File: src/rtl/if_prefetch_stage_if.sv
// Fetch-stage bus bundle: instruction-memory port, redirect input and decode handshake.
// master = fetch stage, slave = surrounding core (imem + decode + branch unit).
interface if_prefetch_stage_if #(
  parameter int ISIZE = 16,
  parameter int DSIZE = 16
);
  logic             imem_req;
  logic [ISIZE-1:0] imem_addr;
  logic [DSIZE-1:0] imem_rdata;
  logic             redirect;
  logic [ISIZE-1:0] redirect_pc;
  logic             inst_valid;
  logic [DSIZE-1:0] inst;
  logic [ISIZE-1:0] inst_pc;
  logic [ISIZE-1:0] inst_npc;
  logic             inst_ready;

  modport master (
    output imem_req, imem_addr, inst_valid, inst, inst_pc, inst_npc,
    input  imem_rdata, redirect, redirect_pc, inst_ready
  );

  modport slave (
    input  imem_req, imem_addr, inst_valid, inst, inst_pc, inst_npc,
    output imem_rdata, redirect, redirect_pc, inst_ready
  );
endinterface

File: src/rtl/if_prefetch_stage.sv
// Instruction fetch with a DEPTH-entry prefetch queue and redirect flush.
// Optional feature: define IF_PREFETCH_BYPASS_EN to forward a returning word straight to decode when the queue is empty.
module if_prefetch_stage #(
  parameter int               ISIZE    = 16,
  parameter int               DSIZE    = 16,
  parameter int               DEPTH    = 4,
  parameter logic [ISIZE-1:0] RESET_PC = '0
) (
  input  logic                  clk,
  input  logic                  rst,
  if_prefetch_stage_if.master   bus
);
  localparam int           PW   = $clog2(DEPTH);
  localparam int           CW   = PW + 1;
  localparam logic [CW:0]  FULL = (CW+1)'(DEPTH);

  logic [ISIZE-1:0] fpc;
  logic [DSIZE-1:0] q_inst [DEPTH];
  logic [ISIZE-1:0] q_pc   [DEPTH];
  logic [PW-1:0]    rd_ptr, wr_ptr;
  logic [CW-1:0]    count;
  logic             inflight;
  logic [ISIZE-1:0] inflight_pc;

  logic [CW:0]      occupancy;
  logic             head_valid, bypass, issue, enq, deq;

  // An outstanding fetch already owns a slot, so it counts against capacity.
  assign occupancy  = {1'b0, count} + {{CW{1'b0}}, inflight};
  assign head_valid = (count != '0);
  assign issue      = rst && !bus.redirect && (occupancy < FULL);

`ifdef IF_PREFETCH_BYPASS_EN
  assign bypass = !head_valid && inflight && !bus.redirect;
`else
  assign bypass = 1'b0;
`endif

  assign deq = head_valid && bus.inst_ready && !bus.redirect;
  assign enq = inflight && !bus.redirect && !(bypass && bus.inst_ready);

  assign bus.imem_req   = issue;
  assign bus.imem_addr  = fpc;
  assign bus.inst_valid = (head_valid || bypass) && !bus.redirect;
  assign bus.inst       = bypass ? bus.imem_rdata : q_inst[rd_ptr];
  assign bus.inst_pc    = bypass ? inflight_pc    : q_pc[rd_ptr];
  assign bus.inst_npc   = bus.inst_pc + ISIZE'(1);

  // NOTE: sequential state uses non-blocking assignments so every flop samples pre-edge values.
  always_ff @(posedge clk or negedge rst) begin
    if (!rst) begin
      fpc         <= RESET_PC;
      rd_ptr      <= '0;
      wr_ptr      <= '0;
      count       <= '0;
      inflight    <= 1'b0;
      inflight_pc <= '0;
    end else if (bus.redirect) begin
      fpc      <= bus.redirect_pc;
      rd_ptr   <= '0;
      wr_ptr   <= '0;
      count    <= '0;
      inflight <= 1'b0;
    end else begin
      inflight <= issue;
      if (issue) begin
        fpc         <= fpc + ISIZE'(1);
        inflight_pc <= fpc;
      end
      if (enq) wr_ptr <= wr_ptr + PW'(1);
      if (deq) rd_ptr <= rd_ptr + PW'(1);
      case ({enq, deq})
        2'b10:   count <= count + CW'(1);
        2'b01:   count <= count - CW'(1);
        default: count <= count;
      endcase
    end
  end

  // NOTE: queue storage is reset so the head reads as zero out of reset; redirect only moves pointers.
  always_ff @(posedge clk or negedge rst) begin
    if (!rst) begin
      for (int i = 0; i < DEPTH; i++) begin
        q_inst[i] <= '0;
        q_pc[i]   <= '0;
      end
    end else if (enq) begin
      q_inst[wr_ptr] <= bus.imem_rdata;
      q_pc[wr_ptr]   <= inflight_pc;
    end
  end
endmodule

File: src/flat_wrapper.sv
// flat-port wrapper written by rule: the top's interface ports become plain ports
module if_prefetch_stage_flat 
#(
  parameter int               ISIZE    = 16,
  parameter int               DSIZE    = 16,
  parameter int               DEPTH    = 4,
  parameter logic [ISIZE-1:0] RESET_PC = '0
)
  (clk, rst, bus_imem_req, bus_imem_addr, bus_inst_valid, bus_inst, bus_inst_pc, bus_inst_npc, bus_imem_rdata, bus_redirect, bus_redirect_pc, bus_inst_ready);
  if_prefetch_stage_if #(.ISIZE(ISIZE), .DSIZE(DSIZE)) bus_i ();
  input  logic clk;
  input  logic rst;
  output wire logic [$bits(bus_i.imem_req)-1:0] bus_imem_req;
  output wire logic [$bits(bus_i.imem_addr)-1:0] bus_imem_addr;
  output wire logic [$bits(bus_i.inst_valid)-1:0] bus_inst_valid;
  output wire logic [$bits(bus_i.inst)-1:0] bus_inst;
  output wire logic [$bits(bus_i.inst_pc)-1:0] bus_inst_pc;
  output wire logic [$bits(bus_i.inst_npc)-1:0] bus_inst_npc;
  input wire logic [$bits(bus_i.imem_rdata)-1:0] bus_imem_rdata;
  input wire logic [$bits(bus_i.redirect)-1:0] bus_redirect;
  input wire logic [$bits(bus_i.redirect_pc)-1:0] bus_redirect_pc;
  input wire logic [$bits(bus_i.inst_ready)-1:0] bus_inst_ready;
  assign bus_imem_req = bus_i.imem_req;
  assign bus_imem_addr = bus_i.imem_addr;
  assign bus_inst_valid = bus_i.inst_valid;
  assign bus_inst = bus_i.inst;
  assign bus_inst_pc = bus_i.inst_pc;
  assign bus_inst_npc = bus_i.inst_npc;
  assign bus_i.imem_rdata = bus_imem_rdata;
  assign bus_i.redirect = bus_redirect;
  assign bus_i.redirect_pc = bus_redirect_pc;
  assign bus_i.inst_ready = bus_inst_ready;
  if_prefetch_stage #(.ISIZE(ISIZE), .DSIZE(DSIZE), .DEPTH(DEPTH), .RESET_PC(RESET_PC)) u_core (.clk(clk), .rst(rst), .bus(bus_i));
endmodule
File: config.mk
export PLATFORM = sky130hd
export DESIGN_NAME = if_prefetch_stage_flat
export DESIGN_NICKNAME = d
export VERILOG_FILES = /design/src/rtl/if_prefetch_stage_if.sv /design/src/rtl/if_prefetch_stage.sv /design/src/flat_wrapper.sv
export SDC_FILE = /design/constraint.sdc
export NUM_CORES = 1
export LEC_CHECK = 0
export ABC_AREA = 0
export BUFFER_PORTS_ARGS = -buffer_cell sky130_fd_sc_hd__buf_2
export CORE_ASPECT_RATIO = 0.75
export CORE_MARGIN = 5
export CORE_UTILIZATION = 55
export CTS_CLUSTER_DIAMETER = 60
export DETAILED_ROUTE_END_ITERATION = 8
export PLACE_DENSITY_LB_ADDON = 0.3
export SYNTH_ARGS = -nofsm -noshare
export SYNTH_HDL_FRONTEND = slang
export SYNTH_SLANG_ARGS = --single-unit
File: constraint.sdc
create_clock -name clk -period 2.4 [get_ports clk]
set_clock_uncertainty 0.15 [all_clocks]
set_input_delay 0.48 -clock clk [delete_from_list [all_inputs] [get_ports clk]]
set_output_delay 0.48 -clock clk [all_outputs]
set_load 0.005 [all_outputs]
==> out/qor.yml, run 1 <==
critical_path:
  cp.required_ns: 1.77
  worstSetupEndpointType: "primary output"
  setup.worst_path.start: "u_core.rd_ptr[0]"
  timing.rr.start: "u_core.count[0]"
  worstPathMaxFanout: 4
  setup.worst_path.start_class: "flop"
  crit_type: "reg -> out"
  crit_arrival_ns: 2.36
layout:
  area_delta_synth_final_pct: 22.47
  drive_gt1_share_pct: 50.00
  final_cells: 907
  antennaDiodeCount: 0
  final_cell_area_mm2: 0.009560
  nets: 764
floorplan:
  initial_core_util_pct: 56.58
  die_w_um: 147.6
  dieArea_mm2: 0.01670
  ios: 102
  floorplan.rows: 37
  die_h_um: 113.2
  core_mm2: 0.01380
sta:
  hold_violations: 0
  fin_ws_ns: -0.5888
  final.period_utilization_pct: 124.5
  final-setup-viol-count: 45
  clock.fmax_ghz: 0.3346
  rsz0062_at_grt: "yes"
  finalCriticalPeriod_ns: 2.989
  relSlewSlack_pct: 42.11
  tightest_slew_ns: 0.8683
  drv_slew: 0
drt:
  dr.pass1.iters: 4
  drt-total-wl_mm: 17.79
  first_iter_violations: 378
  wl_per_cell_um: 19.61
  post-route-drc-count: 0
  vias: 5271
  antenna_left: 0
  via_per_inst: 5.811
yosys:
  yosysTopAreaCellShare_pct: 53.85
  synth_seq_cells: 168
  synthTopCellsByCount: "dfrtp_1 (168), mux2_2 (128), nand2_1 (75)"
  yosysTopAreaCell: "dfrtp_1"
  seq_area_frac_synth_pct: 53.85
  syn_area_per_cell_um2: 13.51
  synth-warning-count: 0
  synth_cell_type_count: 45
  synthTopCellsByArea: "dfrtp_1 (54%), mux2_2 (18%), mux4_2 (8.7%)"
  synth_edf_count: 0
  netlist_instances: 578
  synth.most_common_cell: "dfrtp_1"
  syn-num-nets: 621
  async_flop_share_pct: 100.0
  ys.flop_type: "dfrtp_1"
  netlist_area_mm2: 0.007806
power:
  p_leak_nw: 4.640
  p_total_w: 0.01143
  peakVddDrop_uv: 584.8
  power_density_mw_per_mm2: 1195
placement:
  dp_hpwl_mm: 11.73
  place_congestion: 0.8738
  port-buffer-count: 101
  pre_cts_ws_ns: -0.1839
  postPlaceCellArea_mm2: 0.008705
  dp.cells: 864
run_status:
  outcome: "finished, violations left"
  failed_checks: "negative setup slack"
clocking:
  cts-root-buf: "clkbuf_16"
  cts_tree: "yes"
  clock_sinks: 168
  htreeDepth: 4
  path_clk_slew_ns: 0.06
  clk_latency_ns: 0.42
  cts_made_buffers: 17
  clock_path_buffers: 2
global_route:
  grt-ovfl-total: 0
  grt_pass1_wl_mm: 29.53
  antenna_found_initial: 0
  grt_max_degree: 169
  grtUsageTotal_pct: 22.40
  grt_pass1_vias: 5669
flow_run:
  cap_violations: 0
worst_hold_path:
  hp-class: "in -> async"
state kept, by name (all words and copies together) (netlist names):
name	count
u_core.rd_ptr	2
u_core.q_pc	64
u_core.bus.imem_addr	16
u_core.count	3
u_core.inflight_pc	16
u_core.wr_ptr	2
u_core.q_inst	64
u_core.inflight	1
where the power goes:
group	switching [W]	total [W]	internal [W]
clock	0.00105	0.00273	0.00167
combinational	0.00178	0.00431	0.00253
sequential	0.000704	0.00439	0.00369
total	0.00353	0.0114	0.00789
kinds of logic after synthesis:
family          after synthesis  synth area share (%)
mux                         162                 28.05
fa+ha+maj                     7                 1.218
xor+xnor                     21                 2.356
flops                       168                 53.85
simple gates                137                 8.319
buf+inv                      44                 2.693
compound gates               39                 3.510
per-stage QoR:
step | hold slack [ns] | utilization [%] | setup TNS (ns)
after floorplan | 0.03441 | - | 0
after global placement | 0.3311 | 63.10 | -0.3708
after detailed placement | 0.3394 | 63.10 | -0.7568
after CTS | 0.09346 | 68.29 | -12.11
after global routing | 0.1019 | 69.30 | -16.70
final | 0.06463 | 69.30 | -11.65
final cells by class:
class,count,area [µm²]
clock buffers,21,460.4
fillers,953,4235
repair buffers,157,1056
well taps,175,219.0
inverters,11,45.04
multi-input cells,366,3448
clock inverters,9,125.1
flip-flops and latches,168,4207
layout by cell type (no fill, tap or decap), types with 3 or more instances in the layout:
cell type,instances
and3_1,3
mux4_2,32
xnor2_1,11
dfrtp_1,166
nand4_1,5
buf_6,22
o21ai_0,15
clkbuf_16,17
ha_1,5
inv_1,9
buf_2,93
a31oi_1,3
a21oi_1,3
nor3_1,5
o311ai_0,5
nand3_1,13
nand2_1,74
clkinvlp_4,3
clkinv_2,4
xor2_1,8
buf_4,39
bufinv_16,3
a221o_1,5
mux2_2,128
nor2_1,17
layer usage:
layer / vias up / GRT usage, % / share of wire, %
met5: - / 0 / 0
met2: 161 / 35.16 / 48
met4: 0 / 6.331 / 0.80
met1: 2733 / 31.45 / 46
met3: 11 / 5.645 / 5.2
li1: 2366 / - / -
final timing paths:
kind	endpoint	slack, ns	depth (start not counted)
max	bus_inst_npc[8]	-0.59	7
min	u_core.q_inst[28]	0.06	2
max reg2reg	u_core.bus.imem_addr[4]	0.17	6
min reg2reg	u_core.q_inst[23]	0.35	1
max in group asynchronous	u_core.inflight	1.39	2
min in group clk	u_core.bus.imem_addr[7]	0.11	3
worst max-delay path, cell delays in order (launching register included):
cell     delay [ns]
dfrtp_2        0.42
mux4_2         0.59
ha_4           0.20
nand4_1        0.22
buf_4          0.19
nor2_4         0.03
xor2_1         0.13
buf_2          0.15
timing repair:
item	in CTS	in global routing
pin swaps	8	10
resized for setup	25	19
setup endpoints to repair	46	51
hold buffers	0	0
buffers inserted	4	9
Note: power is estimated with default switching activity, not from simulation.
==> run 2, diff against run 1 <==
- CORE_ASPECT_RATIO: 0.75 -> 1.5
- CTS_CLUSTER_SIZE: not set -> 14
==> out/qor.yml, run 2 (synthesis gave the netlist of run 1 again) <==
floorplan:
  die_h_um: 155.9  # was 113.2 µm
  core_mm2: 0.01399  # was 0.01380 mm²
  die_w_um: 107.3  # was 147.6 µm
  dieArea_mm2: 0.01673  # was 0.01670 mm²
  floorplan.rows: 53  # was 37
  ios: 102  # unchanged
  initial_core_util_pct: 55.79  # was 56.58%
layout:
  final_cell_mix: "dfrtp_1 (167), mux2_2 (128), buf_2 (88)"  # was dfrtp_1 (166), mux2_2 (128), buf_2 (93)
  nFillCells: 923  # was 953
  area_delta_synth_final_pct: 25.37  # was 22.47%
  layout.area.seq_mm2: 0.004205  # was 0.004207 mm²
  nets: 767  # was 764
  multi_input_area_mm2: 0.003442  # was 0.003448 mm²
  final_cell_area_mm2: 0.009787  # was 0.009560 mm²
  antennaDiodeCount: 0  # unchanged
  top_regs: "u_core.q_inst (64), u_core.q_pc (64)"  # unchanged
  mostFrequentLayoutCell: "dfrtp_1"  # unchanged
  drive_gt1_share_pct: 50.47  # was 50.00%
  final_cells: 929  # was 907
  utilization_pct: 69.95  # was 69.30%
critical_path:
  crit_chain: "mux4_2, ha_4, nand4_1, buf_4, buf_4, nor3_2, xnor2_1, buf_2"  # was mux4_2, ha_4, nand4_1, buf_4, nor2_4, xor2_1, buf_2
  timing.rr.start: "u_core.count[0]"  # unchanged
  max_stage_delay_ns: 0.58  # was 0.59 ns
  cpLargestDelayFamily: "multiplexers"  # unchanged
  cp.required_ns: 1.77  # about the same
  crit_type: "reg -> out"  # unchanged
  critPathSlowestCell: "mux4_2"  # unchanged
  worstPathMaxFanout: 5  # was 4
  crit_arrival_ns: 2.37  # was 2.36 ns
  cp_num_buf_inv: 3  # was 2
  setup.worst_path.start: "u_core.rd_ptr[0]"  # unchanged
  cp_common_cell: "buf_4"
  worstSetupEndpointType: "primary output"  # unchanged
  setup.worst_path.start_class: "flop"  # unchanged
placement:
  place_congestion: 0.8901  # was 0.8738
  dp_hpwl_mm: 11.47  # was 11.73 mm
  dp.cells: 880  # was 864
  port-buffer-count: 101  # unchanged
  postPlaceCellArea_mm2: 0.008793  # was 0.008705 mm²
power:
  power_density_mw_per_mm2: 1218  # was 1195 mW/mm²
  p_leak_nw: 4.727  # was 4.640 nW
  p_total_w: 0.01192  # was 0.01143 W
  peakVddDrop_uv: 605.2  # was 584.8 µV
sta:
  hold_violations: 0  # unchanged
  clock.fmax_ghz: 0.3337  # was 0.3346 GHz
  hold_ws_ns: 0.1161  # was 0.06463 ns
  final-setup-viol-count: 48  # was 45
  fin_ws_ns: -0.5966  # was -0.5888 ns
  final.period_utilization_pct: 124.9  # was 124.5%
  relSlewSlack_pct: 43.10  # was 42.11%
  finalCriticalPeriod_ns: 2.997  # was 2.989 ns
  tightest_slew_ns: 0.8536  # was 0.8683 ns
  drv_slew: 0  # unchanged
  rsz0062_at_grt: "yes"  # unchanged
global_route:
  grt_max_degree: 169  # unchanged
  grt_pass1_vias: 5680  # was 5669
  grtUsageTotal_pct: 22.97  # was 22.40%
  antenna_found_initial: 0  # unchanged
  grt_pass1_wl_mm: 29.84  # was 29.53 mm
  grt-ovfl-total: 0  # unchanged
drt:
  post-route-drc-count: 0  # unchanged
  via_per_inst: 5.642  # was 5.811
  antenna_left: 0  # unchanged
  dr.pass1.iters: 4  # unchanged
  first_iter_violations: 295  # was 378
  wl_per_cell_um: 19.31  # was 19.61 µm
  vias: 5241  # was 5271
  drt-total-wl_mm: 17.94  # was 17.79 mm
run_status:
  failed_checks: "negative setup slack"  # unchanged
  outcome: "finished, violations left"  # unchanged
clocking:
  cts_made_buffers: 17  # unchanged
  clock_path_buffers: 2  # unchanged
  holdBufCountCts: 0  # unchanged
  cts-root-buf: "clkbuf_16"  # unchanged
  cts_tree: "yes"  # unchanged
  clock_sinks: 168  # unchanged
  clk_latency_ns: 0.42  # about the same
  htreeDepth: 4  # unchanged
  path_clk_slew_ns: 0.06  # about the same
flow_run:
  cap_violations: 0  # unchanged
worst_hold_path:
  hp-class: "in -> async"  # unchanged
## run 2: cell count changes in the layout (fill, tap and decap cells not counted), sizes merged
| cell | previous run | this run |
|---|---|---|
| clkinv | 4 | 5 |
| bufbuf | 0 | 1 |
| buf | 157 | 159 |
| inv | 10 | 13 |
| bufinv | 3 | 4 |
| clkbuf | 21 | 18 |
## run 2: power breakdown
part | total [W] | leakage (nW) | internal, W | switching, W
combinational | 0.00465 | 2.23 | 0.00278 | 0.00187
sequential | 0.00436 | 2.19 | 0.00368 | 0.000676
clock | 0.00291 | 0.303 | 0.00178 | 0.00114
total | 0.0119 | 4.73 | 0.00824 | 0.00368
## run 2: routing by layer
layer | track usage, % | up-vias | part of all wire (%) | wire, µm
li1 | - | 2378 | - | -
met1 | 28.92 | 2706 | 40 | 7166
met2 | 40.11 | 137 | 54 | 9764
met3 | 4.638 | 20 | 4.1 | 729
met4 | 6.825 | 0 | 1.6 | 283
met5 | 0 | - | 0 | 0
## run 2: timing repair
item / 4_1_cts / 5_1_grt
resized for setup: 40 / 9
setup endpoints to repair: 42 / 48
setup buffers: 8 / 8
gates cloned: 2 / 0
pin swaps: 8 / 2
## run 2: layout make-up
type	instances	share of cell area, %
sequential	168	42.97
multi-input combinational	366	35.17
timing repair buffer	160	12.46
clock buffer	18	4.487
tap	192	2.455
clock inverter	14	2.007
inverter	11	0.4475
## run 2: worst paths after layout
check	end	cells past startpoint	slack [ns]
worst max-delay path	bus_inst_npc[14]	8	-0.60
worst min-delay path	u_core.q_inst[24]	2	0.12
worst max register to register	u_core.count[2]	7	0.23
worst min register to register	u_core.q_inst[27]	1	0.35
max in group asynchronous	u_core.rd_ptr[0]	2	1.36
min in group clk	u_core.bus.imem_addr[7]	3	0.12
## run 2: worst reg2reg max path, cell delays in order, from the launching register on
cell	delay, ns
dfrtp_1	0.46
o31ai_2	0.30
nor3_1	0.10
fa_1	0.40
or3_1	0.38
nand2_1	0.09
xnor2_1	0.11
nor2_1	0.07
## run 2: metrics by stage
stage               setup TNS, ns  worst slack [ns]
floorplan                       0          0.004459
global placement           -1.214           -0.1877
detailed placement         -1.818           -0.3121
CTS                        -11.24           -0.6015
global route               -15.88           -0.7128
finish                     -12.04           -0.5966
==> run 3, diff against run 2 <==
- CORE_UTILIZATION: 55 -> 58
- SETUP_SLACK_MARGIN: not set -> 0.4
==> out/qor.yml, run 3 (synthesis gave the netlist of run 1 again) <==
floorplan:
  die_h_um: 152.1  # was 155.9 µm
  floorplan.rows: 52  # was 53
  dieArea_mm2: 0.01593  # was 0.01673 mm²
  ios: 102  # unchanged
  die_w_um: 104.7  # was 107.3 µm
  initial_core_util_pct: 58.53  # was 55.79%
  core_mm2: 0.01334  # was 0.01399 mm²
drt:
  first_iter_violations: 180  # was 295
  dr_wl_met2_mm: 10.06  # was 9.764 mm
  wl_per_cell_um: 20.09  # was 19.31 µm
  drt-total-wl_mm: 18.13  # was 17.94 mm
  highest_layer: "met4"  # unchanged
  vias: 5272  # was 5241
  via_per_inst: 5.845  # was 5.642
  drt-met1-wl_mm: 6.971  # was 7.166 mm
  wl_met3_um: 565  # was 729 µm
  post-route-drc-count: 0  # unchanged
  dr.pass1.iters: 4  # unchanged
  antenna_left: 0  # unchanged
critical_path:
  worstPathMaxFanout: 4  # was 5
  timing.rr.end: "u_core.count[2]"  # unchanged
  crit_type: "reg -> out"  # unchanged
  r2r_slack_ns: 0.37  # was 0.23 ns
  rr_worst_depth: 7  # unchanged
  cp.required_ns: 1.77  # about the same
  crit_arrival_ns: 2.37  # about the same
  setup.worst_path.start_class: "flop"  # unchanged
  worstSetupEndpointType: "primary output"  # unchanged
  timing.rr.start: "u_core.count[2]"  # was u_core.count[0]
global_route:
  grtUsageTotal_pct: 22.53  # was 22.97%
  grt_max_degree: 169  # unchanged
  grt_pass1_wl_mm: 29.08  # was 29.84 mm
  antenna_found_initial: 0  # unchanged
  grt_pass1_vias: 5749  # was 5680
  grt-ovfl-total: 0  # unchanged
placement:
  postPlaceCellArea_mm2: 0.008788  # was 0.008793 mm²
  dp_hpwl_mm: 11.89  # was 11.47 mm
  place_congestion: 0.8261  # was 0.8901
  port-buffer-count: 101  # unchanged
clocking:
  cts-root-buf: "clkbuf_16"  # unchanged
  clock_sinks: 168  # unchanged
  htreeDepth: 4  # unchanged
  cts_made_buffers: 17  # unchanged
  clock_path_buffers: 2  # unchanged
  path_clk_slew_ns: 0.06  # about the same
  clk_latency_ns: 0.42  # about the same
  holdBufCountCts: 0  # unchanged
  cts_tree: "yes"  # unchanged
sta:
  fin_ws_ns: -0.5992  # was -0.5966 ns
  tightest_slew_ns: 0.8722  # was 0.8536 ns
  relSlewSlack_pct: 41.86  # was 43.10%
  tns_ns: -11.57  # was -12.04 ns
  clock.fmax_ghz: 0.3334  # was 0.3337 GHz
  rsz0062_at_grt: "yes"  # unchanged
  finalCriticalPeriod_ns: 2.999  # was 2.997 ns
  final.period_utilization_pct: 125.0  # was 124.9%
  final-setup-viol-count: 44  # was 48
  drv_slew: 0  # unchanged
  hold_violations: 0  # unchanged
layout:
  mostFrequentLayoutCell: "dfrtp_1"  # unchanged
  final_cell_area_mm2: 0.009727  # was 0.009787 mm²
  drive_gt1_share_pct: 52.30  # was 50.47%
  antennaDiodeCount: 0  # unchanged
  area_delta_synth_final_pct: 24.60  # was 25.37%
  nets: 772  # was 767
  top_regs: "u_core.q_inst (64), u_core.q_pc (64)"  # unchanged
  final_cell_mix: "dfrtp_1 (163), mux2_2 (128), buf_2 (90)"  # was dfrtp_1 (167), mux2_2 (128), buf_2 (88)
worst_hold_path:
  hp-class: "in -> async"  # unchanged
power:
  power_density_mw_per_mm2: 1198  # was 1218 mW/mm²
  p_total_w: 0.01166  # was 0.01192 W
  p_leak_nw: 4.708  # was 4.727 nW
  peakVddDrop_uv: 546.1  # was 605.2 µV
run_status:
  outcome: "finished, violations left"  # unchanged
  failed_checks: "negative setup slack"  # unchanged
flow_run:
  cap_violations: 0  # unchanged
[run 3: changes by cell type in the layout (fill, tap and decap cells not counted), sizes merged]
cell,before,now
buf,159,165
bufbuf,1,0
bufinv,4,3
clkbuf,18,21
clkinv,5,4
clkinvlp,3,2
inv,13,11
[run 3: how the worst max path moves through the flow]
stage                                 from                to  slack, ns  cells past startpoint
after global routing      u_core.rd_ptr[0]   bus_inst_npc[6]      -0.69                      8
after CTS                 u_core.rd_ptr[0]  bus_inst_npc[15]      -0.59                      7
after global placement    u_core.rd_ptr[0]   bus_inst_npc[6]      -0.11                      8
final                     u_core.rd_ptr[0]   bus_inst_npc[6]      -0.60                      8
after detailed placement  u_core.rd_ptr[0]  bus_inst_npc[15]      -0.15                      7
after floorplan           u_core.rd_ptr[0]  bus_inst_npc[12]        0.1                      7
[run 3: per-stage QoR]
step,hold slack (ns),setup WS [ns],util (%),cells
after floorplan,0.03441,0.09692,-,578
after global placement,0.3311,-0.1103,65.89,856
after detailed placement,0.3371,-0.1537,65.89,856
after CTS,0.1117,-0.5857,71.62,892
after global routing,0.1149,-0.6943,72.93,902
final,0.07216,-0.5992,72.93,902
[run 3: critical path: stages, from the launching register on]
cell,delay (ns)
dfrtp_2,0.43
mux4_2,0.61
ha_4,0.22
nand4_1,0.16
buf_4,0.17
inv_1,0.05
nand2_1,0.07
xnor2_1,0.11
buf_2,0.13
[run 3: area by class of cell]
cell class / instances / area [µm²]
sequential: 168 / 4210
fill: 852 / 3611
multi-input combinational: 366 / 3506
timing repair buffer: 165 / 1181
clock buffer: 21 / 460.4
tap: 162 / 202.7
clock inverter: 9 / 125.1
inverter: 11 / 41.29
[run 3: power breakdown]
| group | total (W) | leakage [nW] | switching [W] | internal [W] |
|---|---|---|---|---|
| Combinational | 0.00456 | 2.24 | 0.00187 | 0.00269 |
| Clock | 0.00272 | 0.285 | 0.00105 | 0.00167 |
| Sequential | 0.00437 | 2.19 | 0.000678 | 0.00369 |
[run 3: layer usage]
metal	track usage, %	vias to the layer above
met2	40.72	137
met1	26.84	2708
li1	-	2395
met5	0	-
met3	3.311	32
met4	8.653	0
[run 3: repair_timing]
item                                    in CTS  in global routing
pin swaps                                    5                 10
setup buffers                                6                 10
resized for setup                           31                 22
endpoints found under the setup margin      50                 55
